`config.mk`:
```
export PLATFORM = sky130hd
export DESIGN_NAME = count_sequencer_flat
export DESIGN_NICKNAME = d
export VERILOG_FILES = /design/src/rtl/count_sequencer_if.sv /design/src/rtl/count_sequencer.sv /design/src/flat_wrapper.sv
export SDC_FILE = /design/constraint.sdc
export NUM_CORES = 1
export LEC_CHECK = 0
export CAP_MARGIN = 40
export CORE_UTILIZATION = 30
export DETAILED_ROUTE_END_ITERATION = 8
export GPL_ROUTABILITY_DRIVEN = 0
export PLACE_DENSITY_LB_ADDON = 0.1
export SETUP_SLACK_MARGIN = 0.05
export SLEW_MARGIN = 25
export SYNTH_ARGS = -nofsm -noshare
export SYNTH_HDL_FRONTEND = slang
export SYNTH_SLANG_ARGS = --single-unit
```
`constraint.sdc`:
```
create_clock -name clk -period 3.6 [get_ports clk]
set_clock_uncertainty 0.15 [all_clocks]
set_input_delay 0.9 -clock clk [delete_from_list [all_inputs] [get_ports clk]]
set_output_delay 0.9 -clock clk [all_outputs]
set_load 0.03 [all_outputs]
```
`src/rtl/count_sequencer_if.sv`:
```
// rtl/count_sequencer_if.sv - control/status bundle between run control logic and count_sequencer
interface count_sequencer_if #(
  parameter int WIDTH = 6
) ();
  logic             start_i;
  logic             stop_i;
  logic             pause_i;
  logic             mode_i;
  logic [WIDTH-1:0] limit_i;
  logic [WIDTH-1:0] count_o;
  logic             tick_o;
  logic             done_o;
  logic             busy_o;
  logic [1:0]       state_o;

  modport master (
    output start_i, stop_i, pause_i, mode_i, limit_i,
    input  count_o, tick_o, done_o, busy_o, state_o
  );

  modport slave (
    input  start_i, stop_i, pause_i, mode_i, limit_i,
    output count_o, tick_o, done_o, busy_o, state_o
  );
endinterface

```
`src/rtl/count_sequencer.sv`:
```
// rtl/count_sequencer.sv - prescaled run/pause/stop sequencer for the shared event counter
module count_sequencer #(
  parameter int DIV   = 10,
  parameter int WIDTH = 6
) (
  input  logic             clk,
  input  logic             rst,
  count_sequencer_if.slave bus
);
  localparam int PW = (DIV > 2) ? $clog2(DIV) : 1;
  localparam logic [PW-1:0] DIV_M1 = PW'(DIV - 1);

  typedef enum logic [1:0] {
    IDLE  = 2'd0,
    RUN   = 2'd1,
    PAUSE = 2'd2,
    DONE  = 2'd3
  } state_t;

  state_t           state_q, state_n;
  logic [PW-1:0]    presc_q, presc_n;
  logic [WIDTH-1:0] count_q, count_n;
  logic [WIDTH-1:0] limit_q, limit_n;
  logic             mode_q, mode_n;
  logic             tick_q, tick_n;
  logic             done_q, done_n;
  logic             busy_q, busy_n;

  always_ff @(posedge clk or negedge rst) begin
    if (!rst) begin
      state_q <= IDLE;
      presc_q <= '0;
      count_q <= '0;
      limit_q <= '0;
      mode_q  <= 1'b0;
      tick_q  <= 1'b0;
      done_q  <= 1'b0;
      busy_q  <= 1'b0;
    end else begin
      state_q <= state_n;
      presc_q <= presc_n;
      count_q <= count_n;
      limit_q <= limit_n;
      mode_q  <= mode_n;
      tick_q  <= tick_n;
      done_q  <= done_n;
      busy_q  <= busy_n;
    end
  end

  // Priority: stop, then start (only from IDLE/DONE), then pause, then prescaler advance.
  always_comb begin
    state_n = state_q;
    presc_n = presc_q;
    count_n = count_q;
    limit_n = limit_q;
    mode_n  = mode_q;
    tick_n  = 1'b0;
    done_n  = 1'b0;

    if (bus.stop_i) begin
      state_n = IDLE;
      presc_n = '0;
      count_n = '0;
    end else if (bus.start_i && (state_q == IDLE || state_q == DONE)) begin
      state_n = RUN;
      presc_n = '0;
      count_n = '0;
      limit_n = bus.limit_i;
      mode_n  = bus.mode_i;
    end else if (state_q == RUN || state_q == PAUSE) begin
      if (bus.pause_i) begin
        state_n = PAUSE;
      end else begin
        state_n = RUN;
        if (presc_q == DIV_M1) begin
          presc_n = '0;
          tick_n  = 1'b1;
          if (count_q < limit_q) begin
            count_n = count_q + WIDTH'(1);
          end else begin
            done_n = 1'b1;
            if (mode_q) count_n = '0;
            else        state_n = DONE;
          end
        end else begin
          presc_n = presc_q + PW'(1);
        end
      end
    end

    busy_n = (state_n == RUN) || (state_n == PAUSE);
  end

  assign bus.count_o = count_q;
  assign bus.tick_o  = tick_q;
  assign bus.done_o  = done_q;
  assign bus.busy_o  = busy_q;
  assign bus.state_o = state_q;
endmodule

```
`src/flat_wrapper.sv`:
```
// flat-port wrapper written by rule: the top's interface ports become plain ports
module count_sequencer_flat 
#(
  parameter int DIV   = 10,
  parameter int WIDTH = 6
)
  (clk, rst, bus_start_i, bus_stop_i, bus_pause_i, bus_mode_i, bus_limit_i, bus_count_o, bus_tick_o, bus_done_o, bus_busy_o, bus_state_o);
  count_sequencer_if #(.WIDTH(WIDTH)) bus_i ();
  input  logic clk;
  input  logic rst;
  input wire logic [$bits(bus_i.start_i)-1:0] bus_start_i;
  input wire logic [$bits(bus_i.stop_i)-1:0] bus_stop_i;
  input wire logic [$bits(bus_i.pause_i)-1:0] bus_pause_i;
  input wire logic [$bits(bus_i.mode_i)-1:0] bus_mode_i;
  input wire logic [$bits(bus_i.limit_i)-1:0] bus_limit_i;
  output wire logic [$bits(bus_i.count_o)-1:0] bus_count_o;
  output wire logic [$bits(bus_i.tick_o)-1:0] bus_tick_o;
  output wire logic [$bits(bus_i.done_o)-1:0] bus_done_o;
  output wire logic [$bits(bus_i.busy_o)-1:0] bus_busy_o;
  output wire logic [$bits(bus_i.state_o)-1:0] bus_state_o;
  assign bus_i.start_i = bus_start_i;
  assign bus_i.stop_i = bus_stop_i;
  assign bus_i.pause_i = bus_pause_i;
  assign bus_i.mode_i = bus_mode_i;
  assign bus_i.limit_i = bus_limit_i;
  assign bus_count_o = bus_i.count_o;
  assign bus_tick_o = bus_i.tick_o;
  assign bus_done_o = bus_i.done_o;
  assign bus_busy_o = bus_i.busy_o;
  assign bus_state_o = bus_i.state_o;
  count_sequencer #(.DIV(DIV), .WIDTH(WIDTH)) u_core (.clk(clk), .rst(rst), .bus(bus_i));
endmodule
```
==> impl_metrics.tcl, run 1 <==
set metrics [dict create \
    timing.critical_path.fanout_max 6 \
    hp-start "u_core.limit_q[1]" \
    synth_top_area_cell "dfrtp_1" \
    synth-xor-area-share 0.0192 \
    drtIter0Drc 69 \
    viasPerCell 5.00 \
    rsz0062_at_grt "no" \
    hold_class "flop to flop" \
    critPathBufInv 1 \
    synthAdderAreaFrac 0.0767 \
    syn-cell-area_sq_um 1310 \
    ys_async_sr_fraction 1.00 \
    vias 1004 \
    crit_slowest_cell "clkdlybuf4s50_1" \
    regToRegEndpoint "u_core.bus.count_o[3]" \
    power.leakage_nw 0.719 \
    fin_crit_ns 2.55 \
    io_pins 23 \
    grt_antenna_before_repair 0 \
    grt_usage 0.138 \
    grt_pass1_wl_microns 4670 \
    synth_top_family_by_area "simple AND/OR/NAND/NOR gates" \
    yosysMostFrequentCell "dfrtp_1" \
    cts_tree "built" \
    ys.warnings.count 0 \
    syn_to_final_growth_pct 26.5 \
    maxCapViolations 0 \
    crit_type "flop to output port" \
    first_global_vias 966 \
    tightest_slew_ns 0.448 \
    synth_compound_area_frac 0.141 \
    reg2reg_from "u_core.bus.count_o[3]" \
    path_cells "clkdlybuf4s50_1" \
    slowest_delay_ns 0.72 \
    synthTopCellsByCount "dfrtp_1 (22), nand2_1 (12), ha_1 (8), inv_1 (8)" \
    fin_cells 201 \
    whs_path_depth 1 \
    io_buffers 22 \
    overflow 0 \
    avgSynthCellArea_sq_um 10.5 \
    worst_ep_required_time_ns 2.55 \
    drc 0 \
    path_clk_slew_ns 0.09 \
    fmax_mhz 393 \
    dp_hpwl_microns 2100 \
    drive_above_1_share 0.166 \
    critPathArrivalTime_ns 1.50 \
    rr_worst_depth 6 \
    finish.net_count 172 \
    ys_types 40 \
    n_antenna_cell 0 \
    setup_slack_ns 1.05 \
    initial_core_util 0.319 \
    post-route-util 0.404 \
    final-setup-viol-count 0 \
    fp.dieArea_sq_um 4620 \
    routed_wl_microns 2820 \
    dp.cells 197 \
    ant_nets 0 \
    core_sq_um 4090 \
    muxShareOfSynthArea 0.0959 \
    synth_edf_count 0 \
    slew_headroom 0.700 \
    synth_nets 144 \
    finalPower_mw 0.697 \
    synth_top_area_frac 0.422 \
    critical_path.endpoint_type "output port" \
    yosys.area_share.simple 0.222 \
    holdBufCountCts 0 \
    min_period_over_period 0.707 \
    first_pass_iters 4 \
    reg2reg_slack_ns 1.50 \
    cpLargestDelayFamily "buffers and inverters" \
    worst_setup_path_start_kind "flop" \
    seq_area_frac_synth 0.422 \
    cts_sinks 22 \
    nFillCells 399 \
    cts_resized 0 \
    syn_inst 124 \
    grt_max_degree 23 \
    min_to "u_core.limit_q[1]" \
    h-tree-depth 1 \
    pre_cts_ws_ns 0.887 \
    cts.root.buffer_cell "clkbuf_8" \
    ys_seq_elements 22 \
    postCtsSetupBuffers 0 \
    power_density_nw_per_um2 422 \
    maxSlewViolCount 0 \
    cts.path.max_buffers 2 \
    clk_latency_ns 0.27 \
    hold_ws_ns 0.373 \
    num_rows 23 \
    status "finished, final reports clean" \
    vdd_drop_max_mv 0.285 \
    dieWidth_microns 68.0 \
    ys.flop_type "dfrtp_1" \
    die_h_microns 68.0 \
    hold_viol_final 0 \
    ys_top_cells_by_area "dfrtp_1 (42%), mux2_4 (8.1%), ha_1 (7.7%), nand2_1 (3.5%), a21oi_1 (2.3%)" \
    wl_per_cell_microns 14.0 \
    placed_area_sq_um 1600 \
    tns_ns 0 \
    cts_buffers 3 \
    final_area_sq_um 1650 \
]
## registers in the layout (all words and copies together), names as in the netlist
name and cells:
u_core.bus.tick_o 1, u_core.presc_q 4, u_core.bus.count_o 6, u_core.limit_q 6, u_core.mode_q 1, u_core.bus.done_o 1, u_core.bus.state_o 2, u_core.bus.busy_o 1
## placed cells by master, fill, tap and decap left out, drive strengths merged
master and instances:
nand2 14, o31a 1, nor4 2, nor3b 1, nor2b 2, mux2i 2
a31o 1, o311ai 1, nand3 5, nand2b 3, nand3b 2, nor2 7
clkdlybuf4s50 22, o21ai 6, or2 1, inv 8, mux2 7, nor3 6
o22a 1, xor2 1, o221a 1, xnor2 1, o221ai 2, a31oi 1
a21oi 7, and3 3, dfrtp 22, o22ai 1, ha 8, and2 1
nand4 3, a211oi 1, clkbuf 4, nand4b 1, buf 1, o211ai 1
## cell families after synthesis
group,count (synthesis)
AND/OR/NAND/NOR,51
AO/OA/AOI/OAI,24
flip-flops,22
multiplexers,9
buffers and inverters,8
adder cells (fa/ha/maj),8
XOR/XNOR,2
## worst max path at each step
stage / start / to / cells after the start
6_report: u_core.bus.state_o[0] / bus_state_o[0] / 1
5_1_grt: u_core.bus.state_o[0] / bus_state_o[0] / 1
4_1_cts: u_core.bus.state_o[0] / bus_state_o[0] / 1
3_5_place_dp: bus_stop_i / u_core.mode_q / 5
3_3_place_gp: bus_stop_i / u_core.limit_q[5] / 5
2_1_floorplan: bus_start_i / u_core.limit_q[0] / 4
## layout make-up
cell class | count | area [sq um] | share of cell area
multi-input cells | 94 | 724 | 0.439
flip-flops and latches | 22 | 551 | 0.334
repair buffers | 23 | 228 | 0.138
well taps | 50 | 62.6 | 0.0379
clock buffers | 4 | 55.1 | 0.0334
inverters | 8 | 30.0 | 0.0182
## power by group
group / internal [mW] / switching [mW]
Clock: 0.0977 / 0.0859
Combinational: 0.101 / 0.0995
Sequential: 0.283 / 0.0295
Total: 0.482 / 0.215
## metal layers
metal	wire length, microns	track usage
met1	1370	0.187
met2	1330	0.210
met3	90	0.0400
met4	27	0.0417
met5	0	0
No activity file was read; power rests on OpenSTA's default activity.
==> inputs of run 2 (changes only) <==
==> constraint.sdc (replaced) <==
create_clock -name clk -period 2.2 [get_ports clk]
set_clock_uncertainty 0.15 [all_clocks]
set_input_delay 0.55 -clock clk [delete_from_list [all_inputs] [get_ports clk]]
set_output_delay 0.55 -clock clk [all_outputs]
set_load 0.03 [all_outputs]
==> impl_metrics.tcl, run 2 (synthesized netlist as in run 1, its figures left out) <==
set metrics [dict create \
    rr_worst_depth 6 \
    status "finished, final reports clean" \
    hp-start "u_core.limit_q[4]" \
    first_pass_iters 4 \
    finish.net_count 182 \
    grt_usage 0.143 \
    vdd_drop_max_mv 0.317 \
    critical_path.endpoint_type "output port" \
    critPathArrivalTime_ns 1.39 \
    rsz0062_at_grt "no" \
    pwr-share-clk 0.307 \
    worst_setup_path_start_kind "flop" \
    hold_class "flop to flop" \
    cts.root.buffer_cell "clkbuf_8" \
    tightest_slew_ns 0.404 \
    min_period_over_period 0.948 \
    dieWidth_microns 68.0 \
    cts_tree "built" \
    power_density_nw_per_um2 712 \
    grt_antenna_before_repair 0 \
    critPathBufInv 1 \
    hold_viol_final 0 \
    p_sw_frac 0.284 \
    drc 0 \
    overflow 0 \
    viasPerCell 4.99 \
    fin_crit_ns 2.09 \
    first_global_vias 1003 \
    holdBufCountCts 0 \
    tns_ns 0 \
    wl_per_cell_microns 13.7 \
    cts.path.max_buffers 2 \
    vias 1053 \
    fmax_mhz 480 \
    setup_slack_ns 0.115 \
    final-setup-viol-count 0 \
    routed_wl_microns 2890 \
    crit_start "u_core.bus.count_o[5]" \
    crit_slowest_cell "clkdlybuf4s50_1" \
    postCtsSetupBuffers 0 \
    pre_cts_ws_ns -0.0566 \
    drive_above_1_share 0.217 \
    reg2reg_from "u_core.bus.count_o[5]" \
    dp_hpwl_microns 2260 \
    layout_common_cells "dfrtp_1 (22), clkdlybuf4s50_1 (15), nand2_1 (12), buf_4 (11)" \
    fp.dieArea_sq_um 4620 \
    cts_sinks 22 \
    cp.depth 1 \
    grt_max_degree 23 \
    io_buffers 22 \
    p_sw_mw 0.353 \
    syn_to_final_growth_pct 33.7 \
    slowest_delay_ns 0.69 \
    die_h_microns 68.0 \
    io_pins 23 \
    grt_pass1_wl_microns 4750 \
    slew_headroom 0.730 \
    maxCapViolations 0 \
    crit_type "flop to output port" \
    whs_path_depth 1 \
    internal-power_mw 0.889 \
    final_common_cell "dfrtp_1" \
    timing.critical_path.fanout_max 5 \
    path_clk_slew_ns 0.08 \
    cpLargestDelayFamily "buffers and inverters" \
    h-tree-depth 1 \
    core_sq_um 4090 \
    worst_ep_required_time_ns 1.50 \
    p_seq_frac 0.410 \
    finalPower_mw 1.24 \
    initial_core_util 0.319 \
    path_cells "clkdlybuf4s50_1" \
    cts_buffers 3 \
    clk_latency_ns 0.27 \
    ant_nets 0 \
    n_antenna_cell 0 \
    drtIter0Drc 42 \
    power.leakage_nw 0.834 \
    maxSlewViolCount 0 \
    combPwrFrac 0.282 \
    num_rows 23 \
]
-- run 2: metal layers --
| layer | wire length, microns | up-vias | global-route usage | share of wire |
|---|---|---|---|---|
| li1 | - | 531 | - | - |
| met1 | 1370 | 501 | 0.174 | 0.48 |
| met2 | 1400 | 19 | 0.244 | 0.48 |
| met3 | 93 | 2 | 0.0400 | 0.032 |
| met4 | 21 | 0 | 0.0391 | 0.0073 |
| met5 | 0 | - | 0 | 0 |
-- run 2: cell type report --
| class | count | area (sq um) |
|---|---|---|
| Fill cell | 412 | 2340 |
| Multi-Input combinational cell | 94 | 728 |
| Sequential cell | 22 | 551 |
| Timing Repair Buffer | 33 | 302 |
| Tap cell | 50 | 62.6 |
| Clock buffer | 3 | 41.3 |
| Clock inverter | 1 | 30.0 |
| Inverter | 8 | 30.0 |
-- run 2: path summary, 6_finish.rpt --
| check | to | slack (ns) |
|---|---|---|
| worst max-delay path | bus_count_o[5] | 0.11 |
| worst min register to register | u_core.limit_q[4] | 0.37 |
| worst max register to register | u_core.bus.count_o[3] | 0.14 |
| max in group asynchronous | u_core.limit_q[4] | 1.20 |
| worst min-delay path | u_core.limit_q[4] | 0.37 |
| min in group asynchronous | u_core.bus.state_o[1] | 0.47 |
-- run 2: repair_timing --
action / CTS / global route
pin swaps: 0 / 0
setup endpoints to repair: 5 / 4
gates cloned: 0 / 0
gates resized for setup: 5 / 3
-- run 2: power by group through the flow --
stage	Combinational, mW	Clock (mW)	Sequential (mW)
5_1_grt	0.387	0.416	0.521
4_1_cts	0.356	0.396	0.511
2_1_floorplan	0.219	0	0.527
6_report	0.351	0.382	0.510
3_3_place_gp	0.347	0	0.520
3_5_place_dp	0.358	0	0.519
-- run 2: metrics by stage --
step	hold slack, ns	util	area [sq um]	std cells
CTS	0.371	0.425	1740	211
detailed placement	0.346	0.409	1670	207
floorplan	0.104	-	1310	124
global placement	0.353	0.409	1670	207
finish	0.365	0.427	1740	211
global route	0.377	0.427	1740	211
==> inputs of run 3 (changes only) <==
--- a/config.mk
+++ b/config.mk
@@ -6,12 +6,12 @@
 export NUM_CORES = 1
 export LEC_CHECK = 0
 export CAP_MARGIN = 40
+export CORE_MARGIN = 3
 export CORE_UTILIZATION = 30
 export DETAILED_ROUTE_END_ITERATION = 8
 export GPL_ROUTABILITY_DRIVEN = 0
-export PLACE_DENSITY_LB_ADDON = 0.1
 export SETUP_SLACK_MARGIN = 0.05
-export SLEW_MARGIN = 25
+export SLEW_MARGIN = 20
 export SYNTH_ARGS = -nofsm -noshare
 export SYNTH_HDL_FRONTEND = slang
 export SYNTH_SLANG_ARGS = --single-unit
==> impl_metrics.tcl, run 3 (synthesized netlist as in run 1, its figures left out) <==
set metrics [dict create \
    timing.critical_path.fanout_max 5 \
    die_h_microns 72.0 \
    fmax_mhz 480 \
    nFillCells 399 \
    core_sq_um 4090 \
    layout_common_cells "dfrtp_1 (22), clkdlybuf4s50_1 (16), nand2_1 (12), buf_4 (12)" \
    hold_ws_ns 0.367 \
    grt_max_degree 23 \
    min_to "u_core.limit_q[2]" \
    pre_cts_ws_ns -0.0672 \
    cts_sinks 22 \
    holdBufCountCts 0 \
    rr_worst_depth 6 \
    clk_latency_ns 0.26 \
    cts.root.buffer_cell "clkbuf_8" \
    finalPower_mw 1.15 \
    crit_slowest_cell "clkdlybuf4s50_1" \
    tightest_slew_ns 0.355 \
    status "finished, final reports clean" \
    grt_pass1_wl_microns 4950 \
    dieWidth_microns 72.0 \
    drtIter0Drc 49 \
    initial_core_util 0.319 \
    combPwrFrac 0.306 \
    drive_above_1_share 0.228 \
    vdd_drop_max_mv 0.385 \
    p_sw_mw 0.348 \
    reg2reg_slack_ns 0.12 \
    critPathBufInv 1 \
    met1_length_microns 1340 \
    syn_to_final_growth_pct 33.4 \
    io_pins 23 \
    highest_layer "met4" \
    dp.cells 206 \
    p_seq_frac 0.442 \
    vias 1080 \
    critPathArrivalTime_ns 1.38 \
    final_common_cell "dfrtp_1" \
    p_sw_frac 0.302 \
    num_rows 23 \
    hold_class "flop to flop" \
    grt_antenna_before_repair 0 \
    cpLargestDelayFamily "buffers and inverters" \
    slew_headroom 0.762 \
    power_density_nw_per_um2 662 \
    grt_usage 0.118 \
    reg2reg_from "u_core.bus.count_o[3]" \
    drc 0 \
    first_global_vias 1075 \
    viasPerCell 5.09 \
    n_antenna_cell 0 \
    tns_ns 0 \
    rsz0062_at_grt "no" \
    final-setup-viol-count 0 \
    whs_path_depth 1 \
    overflow 0 \
    min_period_over_period 0.946 \
    ant_nets 0 \
    worst_ep_required_time_ns 1.50 \
    fp.dieArea_sq_um 5180 \
    hold_viol_final 0 \
    placed_area_sq_um 1660 \
    path_cells "clkdlybuf4s50_1" \
    cts.path.max_buffers 2 \
    setup_slack_ns 0.119 \
    final_area_sq_um 1740 \
    pwr-share-clk 0.251 \
    cts_buffers 3 \
    fin_crit_ns 2.08 \
    routed_wl_microns 2840 \
    finish.net_count 183 \
    first_pass_iters 4 \
    power.leakage_nw 0.841 \
    maxCapViolations 0 \
    path_clk_slew_ns 0.08 \
    post-route-util 0.426 \
    wl_met2_microns 1390 \
    io_buffers 22 \
    cts_tree "built" \
    h-tree-depth 1 \
    internal-power_mw 0.805 \
    critical_path.endpoint_type "output port" \
    regToRegEndpoint "u_core.bus.count_o[5]" \
    worst_setup_path_start_kind "flop" \
    crit_type "flop to output port" \
    fin_cells 212 \
    dp_hpwl_microns 2200 \
    hp-start "u_core.limit_q[2]" \
    maxSlewViolCount 0 \
    wl_per_cell_microns 13.4 \
    slowest_delay_ns 0.70 \
    met3_length_microns 101 \
]
[run 3: repair_timing]
item | 4_1_cts | 5_1_grt
setup buffers | 0 | 2
gates resized for setup | 3 | 4
setup endpoints to repair | 3 | 8
[run 3: per-layer routing]
layer | track usage | vias to the layer above
met5 | 0 | -
met4 | 0.0209 | 0
met3 | 0.0346 | 2
met2 | 0.188 | 18
met1 | 0.162 | 531
li1 | - | 529
[run 3: power groups by stage]
stage               Clock [mW]  Sequential (mW)  Combinational (mW)
floorplan                    0            0.527               0.219
global placement             0            0.517               0.343
detailed placement           0            0.519               0.354
CTS                      0.296            0.510               0.352
global route             0.318            0.521               0.395
finish                   0.290            0.510               0.353
[run 3: area by class of cell]
| class | count | area (sq um) | share of cell area |
|---|---|---|---|
| Timing Repair Buffer | 34 | 314 | 0.180 |
| Inverter | 8 | 30.0 | 0.0173 |
| Sequential cell | 22 | 551 | 0.316 |
| Tap cell | 50 | 62.6 | 0.0359 |
| Clock buffer | 4 | 55.1 | 0.0316 |
| Multi-Input combinational cell | 94 | 728 | 0.418 |
[run 3: worst max path at each step]
stage,slack (ns),from,cells after the start,endpoint
4_1_cts,0.05,u_core.bus.count_o[4],1,bus_count_o[4]
2_1_floorplan,0.18,u_core.bus.count_o[5],6,u_core.bus.count_o[3]
3_5_place_dp,-0.07,bus_start_i,6,u_core.limit_q[4]
6_report,0.12,u_core.bus.count_o[1],1,bus_count_o[1]
3_3_place_gp,-0.03,bus_start_i,6,u_core.limit_q[5]
5_1_grt,0.06,u_core.bus.count_o[3],6,u_core.bus.count_o[5]
